`config.mk`:
```
export PLATFORM = sky130hd
export DESIGN_NAME = load_store_unit
export DESIGN_NICKNAME = d
export VERILOG_FILES = /design/src/rtl/load_store_unit.sv
export SDC_FILE = /design/constraint.sdc
export NUM_CORES = 1
export LEC_CHECK = 0
export ABC_CLOCK_PERIOD_IN_PS = 2060
export CAP_MARGIN = 20
export CORE_AREA = 2 2 123 89
export CTS_CLUSTER_SIZE = 8
export DETAILED_ROUTE_END_ITERATION = 12
export DIE_AREA = 0 0 125 91
export GPL_TIMING_DRIVEN = 0
export PLACE_DENSITY_LB_ADDON = 0.25
export SYNTH_ARGS = -nofsm -noshare
export SYNTH_HDL_FRONTEND = slang
export SYNTH_SLANG_ARGS = --single-unit
```
`constraint.sdc`:
```
create_clock -name clk -period 2.06 [get_ports clk]
set_input_delay 0.309 -clock clk [delete_from_list [all_inputs] [get_ports clk]]
set_output_delay 0.309 -clock clk [all_outputs]
set_load 0.03 [all_outputs]
```
`src/rtl/load_store_unit.sv`:
```
// Load/store unit for the MEM stage.
// It generates data-memory strobes and byte enables, checks alignment and
// legality, and returns zero-extended (BU/HU) load results after one wait cycle.
module load_store_unit (
  input  logic        clk,
  input  logic        reset,
  input  logic        valid,
  input  logic        mem_read,
  input  logic        mem_write,
  input  logic [2:0]  funct3,
  input  logic [31:0] addr,
  input  logic [31:0] store_data,
  input  logic        flush,
  output logic        stall,
  output logic [31:0] load_data,
  output logic        load_valid,
  output logic        exc_valid,
  output logic [1:0]  exc_cause,
  output logic [31:0] exc_addr,
  output logic [31:0] mem_addr,
  output logic [31:0] mem_data_in,
  output logic        mem_read_en,
  output logic        mem_write_en,
  output logic [3:0]  mem_byte_enable,
  input  logic [31:0] mem_data_out
);

  typedef enum logic {
    IDLE      = 1'b0,
    LOAD_WAIT = 1'b1
  } state_t;

  state_t      state;
  logic [2:0]  ld_f3;

  logic        req;
  logic        ld_ok;
  logic        st_ok;
  logic        illegal;
  logic        misaligned;
  logic        fault;
  logic [1:0]  cause;
  logic        rd_go;
  logic        wr_go;
  logic [3:0]  be_raw;
  logic [31:0] ext_data;

  assign mem_addr    = addr;
  assign mem_data_in = store_data;

  // Decode the IDLE-state request: legality, alignment, enables and stall.
  // Reset gates the combinational strobes so nothing leaks out while held.
  always_comb begin
    req        = reset && (state == IDLE) && valid && (mem_read || mem_write) && !flush;
    ld_ok      = (funct3 == 3'b000) || (funct3 == 3'b001) || (funct3 == 3'b010) ||
                 (funct3 == 3'b100) || (funct3 == 3'b101);
    st_ok      = (funct3 == 3'b000) || (funct3 == 3'b001) || (funct3 == 3'b010);
    illegal    = (mem_read && mem_write) || (mem_read && !ld_ok) || (mem_write && !st_ok);
    misaligned = 1'b0;
    be_raw     = 4'b0000;
    case (funct3[1:0])
      2'b00: be_raw = 4'b0001 << addr[1:0];
      2'b01: begin
        misaligned = addr[0];
        be_raw     = addr[1] ? 4'b1100 : 4'b0011;
      end
      2'b10: begin
        misaligned = |addr[1:0];
        be_raw     = 4'b1111;
      end
      default: be_raw = 4'b0000;
    endcase
    fault           = req && (illegal || misaligned);
    cause           = illegal ? 2'b11 : (mem_read ? 2'b01 : 2'b10);
    rd_go           = req && mem_read && !fault;
    wr_go           = req && mem_write && !fault;
    mem_read_en     = rd_go;
    mem_write_en    = wr_go;
    mem_byte_enable = (rd_go || wr_go) ? be_raw : 4'b0000;
    stall           = rd_go || (reset && (state == LOAD_WAIT));
  end

  // Zero-extend unsigned loads; memory has already sign-extended signed ones.
  always_comb begin
    ext_data = mem_data_out;
    case (ld_f3)
      3'b100:  ext_data = {24'b0, mem_data_out[7:0]};
      3'b101:  ext_data = {16'b0, mem_data_out[15:0]};
      default: ext_data = mem_data_out;
    endcase
  end

  // State machine plus registered load result and exception pulse.
  always_ff @(posedge clk or negedge reset) begin
    if (!reset) begin
      state      <= IDLE;
      ld_f3      <= '0;
      load_data  <= '0;
      load_valid <= 1'b0;
      exc_valid  <= 1'b0;
      exc_cause  <= '0;
      exc_addr   <= '0;
    end else begin
      load_valid <= 1'b0;
      exc_valid  <= fault;
      if (fault) begin
        exc_cause <= cause;
        exc_addr  <= addr;
      end
      case (state)
        IDLE: begin
          if (rd_go) begin
            ld_f3 <= funct3;
            state <= LOAD_WAIT;
          end
        end
        LOAD_WAIT: begin
          state <= IDLE;
          if (!flush) begin
            load_data  <= ext_data;
            load_valid <= 1'b1;
          end
        end
        default: state <= IDLE;
      endcase
    end
  end

endmodule

```
==> qor.yml <==
grt:
  antenna_found_initial: 1
  met3_usage: 0.06541
  met2_usage: 0.2835
  gr-total-overflow: 0
  track_usage: 0.1710
  grt_max_degree: 26
  grt_pass1_vias: 3073
  grt-busiest-layer: "met2"
  grt_pass1_wl_um: 15490
  met1_usage: 0.2064
drt:
  antenna_left: 0
  drc_errors: 0
  wl_per_cell_um: 15.08
  dr.first_iter.drc_count: 59
  firstDrtPassIters: 3
  num_vias: 2810
  drt-total-wl_um: 9684
  routed_via_density: 4.377
critical_path:
  cp_data_required_time_ns: 1.75
  crit_fanout: 4
  max_stage_delay_ns: 0.50
  critPathLaunchType: "register"
  endpoint_kind: "output port"
  cp_slowest_cell: "or4_4"
  cp.arrival_ns: 1.86
  worstPathCellList: "and4bb_2, o21ai_2, or4_4, nor2_4, buf_6"
  worstSetupPathType: "register to output port"
synth:
  yosysTopAreaCellShare: 0.5169
  ys_warn_count: 0
  synth_area_leaders: "dfrtp_1 (52%), buf_4 (14%), mux2_4 (12%)"
  synth_seq_area_share: 0.5169
  synth-seq-cells: 72
  synth_nets: 374
  syn-instance-count: 265
  synth.distinct_cells: 31
  yosys.area.top_type: "dfrtp_1"
  synth_area_per_cell_sq_um: 13.15
  netlist_area_sq_um: 3486
timing:
  clock-skew-final_ns: 0.009651
  period_minus_slack_ns: 2.173
  setup-violations-final: 4
  hold_viol: 0
  fin_ws_ns: -0.1129
  whs_ns: 0.04354
  fin_crit_sh: 1.055
  slew_headroom: 0.4117
  tightest_slew_ns: 0.8783
  rsz0062_at_grt: "yes"
  drv_slew: 0
  max_freq_ghz: 0.4602
pwr:
  peakVddDrop_uv: 493.6
  finalPower_mw: 5.776
  p_leak_nw: 3.020
  power_density_nw_per_um2: 902.3
clocking:
  htree_levels: 3
  clock-sinks: 72
  clock_path_buffers: 2
  cts_made_buffers: 9
  clockRootBuffer: "clkbuf_16"
  clk_latency_ns: 0.33
  cts_tree: "done"
  path_clk_slew_ns: 0.06
layout:
  final_core_util: 0.6299
  final_area_sq_um: 6401
  drive_above_1_share: 0.3399
  mostFrequentLayoutCells: "clkdlybuf4s50_1 (195), buf_4 (75), dfrtp_1 (72)"
  nets: 613
  area_growth_pct: 83.63
  final_common_cell: "clkdlybuf4s50_1"
floorplanning:
  start_util: 0.3430
  die_height_um: 91
  core_area_sq_um: 10160
  dieArea_sq_um: 11380
  rows: 31
  fp.dieW_um: 125
  io_pins: 244
status:
  violations: "negative setup slack"
  outcome: "complete, but fails checks"
placed_design:
  routabilityCongestion: 0.7185
  numPortBuffers: 211
  hpwl_um: 7070
  place_area_sq_um: 5822
worst_hold_path:
  hold_path_class: "input pin to asynchronous set/reset pin"
flow_run:
  maxCapViolCount: 0
[registers in the layout, indices dropped and copies added (netlist names)]
register,count
ld_f3,3
exc_cause,2
exc_addr,32
exc_valid,1
state,1
load_data,32
load_valid,1
[critical path, delay by kind of cell (launching register included)]
| family | cells | cell delay (ns) |
|---|---|---|
| compound gates | 1 | 0.07 |
| buf+inv | 1 | 0.13 |
| flops | 1 | 0.38 |
| simple gates | 3 | 0.95 |
[Yosys cell counts, drive strengths merged]
cell,count
and3,1
buf,68
a21boi,1
ha,4
clkbuf,5
nand2b,2
a221oi,1
o2111a,1
o31ai,1
nor2,8
a22oi,1
nand2,4
o21ai,3
a31oi,1
inv,12
or2,1
dfrtp,72
mux2i,2
a22o,24
mux2,42
o21bai,1
or4,1
o21ba,1
a21oi,5
and2b,1
a21o,1
and4bb,1
[cells by family (layout without fill, tap and decap cells)]
group	Yosys count	in the layout	share of synthesized area
DFF	72	72	0.5169
buffers and inverters	85	329	0.1673
and+or+nand+nor	19	19	0.02872
other	0	1	0
AOI/OAI and AO/OA	41	41	0.1012
muxes	44	44	0.1716
adders and majority gates	4	4	0.01436
[cell type report]
cell class                 count  area, sq um
antenna                        1        2.502
inverter                      12        50.05
fill                         796         3761
buffer                        73        545.5
tap                          132        165.2
multi-input combinational    108         1192
sequential                    72         1802
timing repair buffer         228         2315
clock inverter                 6        90.09
clock buffer                  10        239.0
[repair_timing]
| item | 4_1_cts | 5_1_grt |
|---|---|---|
| endpoints found under the setup margin | 47 | 7 |
| gates resized for setup | 81 | 6 |
| pin swaps | 9 | 1 |
| endpoints found under the hold margin | 24 | 0 |
| cloned | 1 | 0 |
| setup buffers | 8 | 3 |
| hold buffers | 2 | 0 |
[power breakdown]
part | internal, mW | switching, mW
clock | 1.10 | 0.604
combinational | 1.12 | 1.08
sequential | 1.71 | 0.162
[stage by stage]
| step | setup WS (ns) | std cells | TNS (ns) |
|---|---|---|---|
| 4_1_cts | -0.09655 | 636 | -0.3579 |
| 3_3_place_gp | -3.490 | 608 | -275.72 |
| 6_report | -0.1129 | 642 | -0.4281 |
| 5_1_grt | -0.1532 | 642 | -0.7985 |
| 2_1_floorplan | 0.03226 | 265 | 0 |
| 3_5_place_dp | -1.161 | 609 | -32.07 |
[final timing paths]
check,cells past startpoint,slack (ns),end,from
max,5,-0.11,mem_byte_enable[2],state
min,2,0.04,ld_f3[0],reset
max reg2reg,7,0.16,load_data[29],state
min reg2reg,1,0.50,load_data[1],load_data[1]
max in group asynchronous,4,1.17,load_data[28],reset
min in group clk,4,0.40,ld_f3[1],funct3[1]
[per-layer routing]
| layer | wire length, um | share of wire |
|---|---|---|
| met5 | 0 | 0 |
| met4 | 160 | 0.017 |
| met3 | 869 | 0.090 |
| met2 | 4655 | 0.48 |
| met1 | 3999 | 0.41 |
No activity file was read; power rests on OpenSTA's default activity.
